===== src/rtl/accu_pkg.sv =====
// Shared defaults, mode encodings and width helper for the multi-channel
// windowed accumulator.
package accu_pkg;

    localparam int IN_W_DEF    = 32;
    localparam int N_CH_DEF    = 4;
    localparam int MAX_WIN_DEF = 50;

    localparam logic MODE_DUMP = 1'b0;
    localparam logic MODE_RUN  = 1'b1;

    // Ceiling log2, floored at one bit so a degenerate range still has a port.
    function automatic int clog2_min1(input int v);
        return ($clog2(v) < 1) ? 1 : $clog2(v);
    endfunction

endpackage


===== src/rtl/accu_ch_state.sv =====
// State of one channel: running sum, sample count and the window length /
// mode captured when the channel's current window opened.
module accu_ch_state
    import accu_pkg::*;
#(
    parameter int OUT_W = 38,
    parameter int CNT_W = 6
) (
    input  logic                    clk,
    input  logic                    rst,
    input  logic                    upd,
    input  logic                    start,
    input  logic                    done,
    input  logic signed [OUT_W-1:0] sum,
    input  logic        [CNT_W-1:0] win_in,
    input  logic                    mode_in,
    output logic signed [OUT_W-1:0] acc_q,
    output logic        [CNT_W-1:0] cnt_q,
    output logic        [CNT_W-1:0] win_q,
    output logic                    mode_q
);

    logic signed [OUT_W-1:0] acc_d;
    logic        [CNT_W-1:0] cnt_d;
    logic        [CNT_W-1:0] win_d;
    logic                    mode_d;
    logic                    mode_eff;

    // The mode that governs this sample is the fresh one when a window opens.
    assign mode_eff = start ? mode_in : mode_q;

    always_comb begin
        acc_d  = acc_q;
        cnt_d  = cnt_q;
        win_d  = win_q;
        mode_d = mode_q;
        if (upd) begin
            if (start) begin
                win_d  = win_in;
                mode_d = mode_in;
            end
            if (done) begin
                cnt_d = '0;
                acc_d = (mode_eff == MODE_DUMP) ? '0 : sum;
            end else begin
                cnt_d = cnt_q + CNT_W'(1);
                acc_d = sum;
            end
        end
    end

    always_ff @(posedge clk) begin
        if (rst) begin
            acc_q  <= '0;
            cnt_q  <= '0;
            win_q  <= '0;
            mode_q <= MODE_DUMP;
        end else begin
            acc_q  <= acc_d;
            cnt_q  <= cnt_d;
            win_q  <= win_d;
            mode_q <= mode_d;
        end
    end

endmodule


===== src/rtl/accu_win_mc.sv =====
// Multi-channel windowed accumulator: one shared adder indexed by the sample's
// channel, per-channel state banks, a registered output word and a sticky error.
module accu_win_mc
    import accu_pkg::*;
#(
    parameter int IN_W    = IN_W_DEF,
    parameter int N_CH    = N_CH_DEF,
    parameter int MAX_WIN = MAX_WIN_DEF,
    parameter int CNT_W   = clog2_min1(MAX_WIN + 1),
    parameter int CH_W    = clog2_min1(N_CH),
    parameter int OUT_W   = IN_W + $clog2(MAX_WIN)
) (
    input  logic                    clk,
    input  logic                    rst,
    input  logic                    en,
    input  logic                    din_valid,
    input  logic        [CH_W-1:0]  din_ch,
    input  logic signed [IN_W-1:0]  din,
    input  logic        [CNT_W-1:0] win_len,
    input  logic                    mode,
    output logic signed [OUT_W-1:0] dout,
    output logic        [CH_W-1:0]  dout_ch,
    output logic                    dout_valid,
    output logic                    cfg_err
);

    localparam logic [CH_W:0]    N_CH_V    = (CH_W + 1)'(N_CH);
    localparam logic [CNT_W-1:0] MAX_WIN_V = CNT_W'(MAX_WIN);

    logic signed [OUT_W-1:0] acc_arr  [N_CH];
    logic        [CNT_W-1:0] cnt_arr  [N_CH];
    logic        [CNT_W-1:0] win_arr  [N_CH];
    logic                    mode_arr [N_CH];

    logic                    live;
    logic                    ch_ok;
    logic                    acc_ok;
    logic                    bad_ch;
    logic        [CH_W-1:0]  sel;
    logic                    len_ok;
    logic        [CNT_W-1:0] eff_len;
    logic                    start;
    logic        [CNT_W-1:0] win_eff;
    logic                    mode_eff;
    logic signed [OUT_W-1:0] base;
    logic signed [OUT_W-1:0] sum;
    logic        [CNT_W:0]   cnt_inc;
    logic                    done;

    logic signed [OUT_W-1:0] dout_d,       dout_q;
    logic        [CH_W-1:0]  dout_ch_d,    dout_ch_q;
    logic                    dout_valid_d, dout_valid_q;
    logic                    cfg_err_d,    cfg_err_q;

    // en is active-low: a high level freezes the block and ignores din.
    assign live   = din_valid && !en;
    assign ch_ok  = {1'b0, din_ch} < N_CH_V;
    assign acc_ok = live && ch_ok;
    assign bad_ch = live && !ch_ok;
    assign sel    = ch_ok ? din_ch : '0;

    assign len_ok  = (win_len != '0) && (win_len <= MAX_WIN_V);
    assign eff_len = len_ok ? win_len : MAX_WIN_V;

    // A window opens on the first sample after a completion or reset.
    assign start    = (cnt_arr[sel] == '0);
    assign win_eff  = start ? eff_len : win_arr[sel];
    assign mode_eff = start ? mode : mode_arr[sel];
    assign base     = (start && (mode_eff == MODE_DUMP)) ? '0 : acc_arr[sel];
    assign sum      = base + OUT_W'(din);
    assign cnt_inc  = {1'b0, cnt_arr[sel]} + (CNT_W + 1)'(1);
    assign done     = (cnt_inc == {1'b0, win_eff});

    generate
        for (genvar gi = 0; gi < N_CH; gi++) begin : g_ch
            accu_ch_state #(
                .OUT_W (OUT_W),
                .CNT_W (CNT_W)
            ) u_state (
                .clk     (clk),
                .rst     (rst),
                .upd     (acc_ok && (sel == CH_W'(gi))),
                .start   (start),
                .done    (done),
                .sum     (sum),
                .win_in  (eff_len),
                .mode_in (mode),
                .acc_q   (acc_arr[gi]),
                .cnt_q   (cnt_arr[gi]),
                .win_q   (win_arr[gi]),
                .mode_q  (mode_arr[gi])
            );
        end
    endgenerate

    always_comb begin
        dout_d       = dout_q;
        dout_ch_d    = dout_ch_q;
        dout_valid_d = 1'b0;
        cfg_err_d    = cfg_err_q || bad_ch || (acc_ok && start && !len_ok);
        if (acc_ok && done) begin
            dout_d       = sum;
            dout_ch_d    = din_ch;
            dout_valid_d = 1'b1;
        end
    end

    always_ff @(posedge clk) begin
        if (rst) begin
            dout_q       <= '0;
            dout_ch_q    <= '0;
            dout_valid_q <= 1'b0;
            cfg_err_q    <= 1'b0;
        end else begin
            dout_q       <= dout_d;
            dout_ch_q    <= dout_ch_d;
            dout_valid_q <= dout_valid_d;
            cfg_err_q    <= cfg_err_d;
        end
    end

    assign dout       = dout_q;
    assign dout_ch    = dout_ch_q;
    assign dout_valid = dout_valid_q;
    assign cfg_err    = cfg_err_q;

endmodule


===== config.mk =====
export PLATFORM = sky130hd
export DESIGN_NAME = accu_win_mc
export DESIGN_NICKNAME = d
export VERILOG_FILES = /design/src/rtl/accu_pkg.sv /design/src/rtl/accu_ch_state.sv /design/src/rtl/accu_win_mc.sv
export SDC_FILE = /design/constraint.sdc
export NUM_CORES = 1
export LEC_CHECK = 0
export ABC_AREA = 0
export BUFFER_PORTS_ARGS = -buffer_cell sky130_fd_sc_hd__buf_2
export CAP_MARGIN = 10
export CORE_MARGIN = 1.5
export CORE_UTILIZATION = 48
export DETAILED_ROUTE_END_ITERATION = 6
export GPL_ROUTABILITY_DRIVEN = 0
export PLACE_DENSITY_LB_ADDON = 0.15
export SETUP_SLACK_MARGIN = 0.2
export SLEW_MARGIN = 10
export SYNTH_ARGS = -nofsm -noshare
export SYNTH_HDL_FRONTEND = slang
export SYNTH_SLANG_ARGS = --single-unit

===== constraint.sdc =====
create_clock -name clk -period 8.2 [get_ports clk]
set_clock_uncertainty 0.15 [all_clocks]
set_input_delay 1.64 -clock clk [delete_from_list [all_inputs] [get_ports clk]]
set_output_delay 1.64 -clock clk [all_outputs]
set_load 0.01 [all_outputs]

**Word-level counts from Yosys, hierarchy flattened**

Cells that the tools add are included.

- Add/sub/neg operators: 6
- Multiply operators: 0
- Div/mod/pow operators: 0
- $lt $le $gt $ge: 2
- Equal/unequal tests: 4
- Shift operators: 0
- Muxes and demuxes: 33
- Bitwise gates (word level): 2
- Reduce and logical (&&, ||, !) cells: 20

Operators with widths:

| cell | number |
|---|---|
| $mux W38 | 11 |
| $bmux W38 S2 | 1 |
| $mux W6 | 10 |
| $add A38 B32 Y38 | 1 |
| $add A6 B1 Y6 const B | 4 |
| $bmux W6 S2 | 2 |
| $logic_and A1 B1 Y1 | 10 |
| $mux W1 | 8 |
| $reduce_and A2 Y1 | 4 |
| $add A6 B1 Y7 const B | 1 |
| $eq A7 B6 Y1 | 1 |
| $le A6 B6 Y1 const B | 1 |
| $logic_not A6 Y1 | 1 |
| $reduce_bool A6 Y1 | 1 |
| $eq A2 B2 Y1 const B | 2 |
| $ge A3 B3 Y1 const B | 1 |
| $not A2 Y3 | 1 |
| $bmux W1 S2 | 1 |
| $eq A2 B1 Y1 const B | 1 |
| $logic_not A1 Y1 | 2 |
| $logic_not A2 Y1 | 1 |
| $logic_or A1 B1 Y1 | 1 |
| $not A1 Y1 | 1 |

- Flip-flop bits (word level): 246
- Latch bits: 0
- RAM bits: 0
- Bits in read-only memories: 0
- Bits of input ports: 45
- Output and inout port bits: 42
- Word-level logic and storage cells: 87
- Memories: 0

**Logic depth before layout (Yosys ltp)**

- Depth after elaboration: 12
- Mapped depth: 22
- Mapped depth without buffers: 20

**By module**

From an unflattened synthesis, not the netlist that was laid out.

- Cells, all modules: 1295
- Area total of the unflattened synthesis: 12683.4 µm²

Modules (own cells, without submodules):

| module | times used | cells an instance | area an instance (µm²) | sequential area each (µm²) |
|---|---|---|---|---|
| accu_ch_state | 4 | 149 | 1700.4 | 1021.0 |
| accu_win_mc | 1 | 699 | 5881.9 | 840.8 |

**Worst setup path after synthesis**

No wires, ideal clock.

- Kind: input port to flip-flop
- Start: in din_ch[0]
- End: reg dout_q[36], in the netlist dout[36]
- Library setup time: 132 ps
- Arrival: 6239 ps
- Required time: 7918 ps
- Path slack: 1678 ps
- Stages: 21
- Path buffers: 3
- Cell sequence: buf_6 > mux4_2 > inv_1 > ha_1 > inv_1 > nor3_1 > nand2_1 > buf_2 > nor2_1 > clkbuf_1 > nor2b_1 > ha_1 > a21oi_1 > a21o_1 > nand2_1 > a21o_1 > o211ai_1 > a211oi_1 > or4b_2 > o211ai_1 > o22ai_1

- Cells in the longest elaborated chain, start to end: 10
- Elaborated cells between the ends (all ways): 23
- Those cells by class: add/sub (2); eq/ne (1); mux (15); bitwise (2); reduce/logical (3)

RTL lines:

| item | line | source |
|---|---|---|
| start: declaration | accu_win_mc.sv:17 | `input logic [CH_W-1:0] din_ch,` |
| $not A2 Y3 (not written as such) * | n/a |  |
| $bmux W6 S2 | accu_win_mc.sv:66, accu_win_mc.sv:71 |  |
| $mux W6 (not written as such) (2 in a row) | accu_win_mc.sv:66, accu_win_mc.sv:71 |  |
| $logic_not A6 Y1 | accu_win_mc.sv:66 | `assign start = (cnt_arr[sel] == '0);` |
| $mux W1 | accu_win_mc.sv:68 | `assign mode_eff = start ? mode : mode_arr[sel];` |
| $not A1 Y1 | accu_win_mc.sv:69 | `assign base = (start && (mode_eff == MODE_DUMP)) ? '0 : acc_arr[sel];` |
| $logic_and A1 B1 Y1 | accu_win_mc.sv:69 |  |
| $mux W38 | accu_win_mc.sv:69 |  |
| $add A38 B32 Y38 | accu_win_mc.sv:70 | `assign sum = base + OUT_W'(din);` |
| end signal: assignment | accu_win_mc.sv:115 | `dout_q <= dout_d;` |
| end: declaration | accu_win_mc.sv:50 | `logic signed [OUT_W-1:0] dout_d, dout_q;` |

Every way passes the cells marked *; elsewhere a longest branch is shown, timed or not. The select of a mux whose other input is x is not followed.
A chain may end at the register's enable or synchronous reset.

**Worst setup path after layout**

Ends and elaborated chain as after synthesis.

==> results.py <==
metrics = {
    "synth": {
        "synth-edff-count": 0,
        "synth_flop_cell": "dfxtp_1",
        "synth-xor-area-share": 0.03303,
        "yosys.area_share.adder": 0.04477,
        "async_reset_ff_frac": 0,
        "syn-num-nets": 1456,
        "yosys.area_share.simple": 0.1805,
        "synth_top_family_by_area": "compound AO/OA/AOI/OAI gates",
        "syn_area_per_cell_um2": 9.118,
        "ys_types": 72,
        "synth_cells": 1367,
        "synth.mux.area_fraction": 0.1011,
        "syn-cell-area_um2": 12460,
        "ys_seq_area_frac": 0.3951,
        "synth_warnings": 0,
        "synth-compound-area-share": 0.2040,
        "synth_seq_cells": 246,
    },
    "floorplanning": {
        "dieHeight_um": 164.1,
        "core_area_um2": 25330,
        "fp-row-count": 58,
        "pin_count": 87,
        "dieArea_um2": 26940,
        "initial_core_util": 0.4921,
        "fp.dieW_um": 164.1,
    },
    "cts": {
        "cts_root_buf": "clkbuf_16",
        "numCtsBuffers": 28,
        "ctsResizeCount": 0,
        "cts.htree.levels": 1,
        "cts.sinks": 246,
        "cts_tree": "built",
        "hold_buffers": 0,
        "clock_latency_ns": 0.56,
        "clk_pin_slew_ns": 0.07,
        "ctsLongestPathBuffers": 3,
        "cts_setup_buffers": 0,
    },
    "sta": {
        "finalMaxSlewViolations": 0,
        "fmax_mhz": 146.8,
        "final_hold_viol_count": 0,
        "fin_crit_ns": 6.813,
        "setup_viol": 0,
        "tightest_slew_ns": 0.9656,
        "fin_crit_sh": 0.8309,
        "rsz0062_at_grt": "no",
        "tns_ns": 0,
        "max_slew_margin": 0.3562,
    },
    "layout": {
        "fin_nets": 1498,
        "fillers": 2339,
        "syn2layout_area_growth_pct": 12.94,
        "antenna_cells": 0,
        "final_area_um2": 14080,
        "final_cell_mix": "246 x dfxtp_1, 190 x nand2_1, 100 x o21ai_0",
        "layout_commonest_cell": "dfxtp_1",
        "drive_above_1_share": 0.1677,
    },
    "place": {
        "dp_hpwl_um": 22890,
        "dpl_cell_area_um2": 13010,
        "io_buffer_count": 86,
    },
    "global_route": {
        "grt_use_total": 0.2692,
        "grt_max_degree": 63,
        "grt-ovfl-total": 0,
        "antenna_found_initial": 0,
        "grt_pass1_wl_um": 56190,
        "grt_pass1_vias": 10207,
    },
    "detailed_routing": {
        "vias": 10504,
        "first_pass_iters": 5,
        "ant_nets": 0,
        "routed_wl_um": 35770,
        "drc": 0,
        "drt_first_iter_violations": 737,
        "routedWlPerCell_um": 20.31,
        "viasPerCell": 5.965,
    },
    "power": {
        "p_leak_nw": 5.463,
        "power.density_nw_per_um2": 207.8,
        "max-vdd-ir-drop_mv": 0.1608,
    },
    "flow_run": {
        "cap_violations": 0,
    },
    "setup_path": {
        "worstRegToRegCells": 21,
        "cp_max_fo": 38,
        "cp-start-kind": "input port",
        "cp.arrival_ns": 7.08,
        "crit_type": "in2reg",
        "end_kind": "flop",
        "cp_data_required_time_ns": 8.47,
    },
    "status": {
        "status": "completed",
    },
    "min_path": {
        "hp-class": "reg2reg",
        "whs_path_depth": 2,
    },
}
metal layers:
| layer | up-vias | share of wire | GRT usage |
|---|---|---|---|
| met1 | 5064 | 0.47 | 0.3768 |
| li1 | 5044 | - | - |
| met2 | 345 | 0.44 | 0.4304 |
| met5 | - | 0 | 0 |
| met4 | 0 | 0.023 | 0.07355 |
| met3 | 51 | 0.070 | 0.04192 |
metrics by stage:
stage                     hold slack (ns)  power (mW)  utilization  instances  setup WS, ns
final                              0.2961       2.926       0.5558       1761         1.387
after global routing               0.3145       3.021       0.5558       1761        0.9892
after CTS                          0.3005       2.937       0.5558       1761         1.442
after detailed placement           0.2882       1.524       0.5137       1709        0.8885
after global placement             0.2799       1.522       0.5137       1709         1.053
after floorplan                    0.2696       1.442            -       1367         1.678
cell usage after synthesis, types with 8 or more instances:
| library cell | instances | share of area |
|---|---|---|
| a32o_1 | 8 | 0.0064 |
| clkbuf_1 | 63 | 0.019 |
| o21bai_1 | 9 | 0.0054 |
| dfxtp_1 | 246 | 0.40 |
| a21o_1 | 11 | 0.0066 |
| buf_2 | 8 | 0.0032 |
| xor2_1 | 25 | 0.018 |
| or2_2 | 9 | 0.0045 |
| and2_1 | 19 | 0.0095 |
| a21oi_1 | 95 | 0.038 |
| nand3_1 | 43 | 0.017 |
| ha_1 | 43 | 0.043 |
| nand2_1 | 190 | 0.057 |
| nor3_1 | 13 | 0.0052 |
| mux4_2 | 49 | 0.089 |
| o21ai_0 | 100 | 0.040 |
| inv_1 | 24 | 0.0072 |
| o31ai_1 | 12 | 0.0072 |
| a211oi_1 | 21 | 0.013 |
| nor2_1 | 95 | 0.029 |
| mux2i_1 | 13 | 0.010 |
| nor2b_1 | 44 | 0.022 |
| or3_1 | 9 | 0.0045 |
| a22o_1 | 63 | 0.044 |
| nand4_1 | 15 | 0.0075 |
| xnor2_1 | 22 | 0.015 |
area by class of cell:
type / count / area (µm²) / area share
clock buffer: 31 / 753.2 / 0.05351
timing repair buffer: 100 / 540.5 / 0.03840
multi-input combinational: 1008 / 7038 / 0.5000
sequential: 246 / 4925 / 0.3498
clock inverter: 21 / 314.1 / 0.02231
tap: 330 / 412.9 / 0.02933
inverter: 25 / 93.84 / 0.006666
power breakdown:
part	internal [mW]	switching [mW]	total (mW)
Sequential	1.22	0.0129	1.23
Clock	0.887	0.536	1.42
Combinational	0.0923	0.179	0.271
Total	2.20	0.728	2.93
critical path: stages:
cell      delay, ns
buf_4          0.15
buf_4          0.63
mux4_2         0.46
nor2_1         0.21
nand2_1        0.11
nor2_2         0.10
buf_4          0.45
nor2b_1        0.10
ha_1           0.22
inv_1          0.07
fa_1           0.21
nor2b_1        0.07
o31a_1         0.31
o21ai_0        0.22
a211oi_1       0.19
o211ai_1       0.54
a211oi_1       0.24
or4b_2         0.69
o211ai_1       0.27
o22ai_1        0.18
registers in the layout, summed over array words and instances (netlist names):
register and count:
cfg_err 1, dout 38, dout_ch 2, dout_valid 1
g_ch.u_state.acc_q 152, g_ch.u_state.cnt_q 24, g_ch.u_state.mode_q 4, g_ch.u_state.win_q 24
worst paths after layout:
path                                    startpoint                     to  slack (ns)
max                                      din_ch[0]  dout[36]$_SDFFE_PP0P_        1.39
min                           dout[9]$_SDFFE_PP0P_   dout[9]$_SDFFE_PP0P_        0.30
max reg2reg  g_ch[2].u_state.cnt_q[0]$_SDFFE_PP0P_  dout[36]$_SDFFE_PP0P_        2.30
min reg2reg                   dout[9]$_SDFFE_PP0P_   dout[9]$_SDFFE_PP0P_        0.30
cells by family (layout without fill, tap and decap cells):
| kind of cell | after synthesis | after routing |
|---|---|---|
| buffers and inverters | 113 | 177 |
| flip-flops | 246 | 246 |
| XOR/XNOR | 47 | 47 |
| AO/OA/AOI/OAI | 377 | 377 |
| adder cells (fa/ha/maj) | 44 | 44 |
| multiplexers | 64 | 64 |
| AND/OR/NAND/NOR | 476 | 476 |
Note: power is estimated with default switching activity, not from simulation.
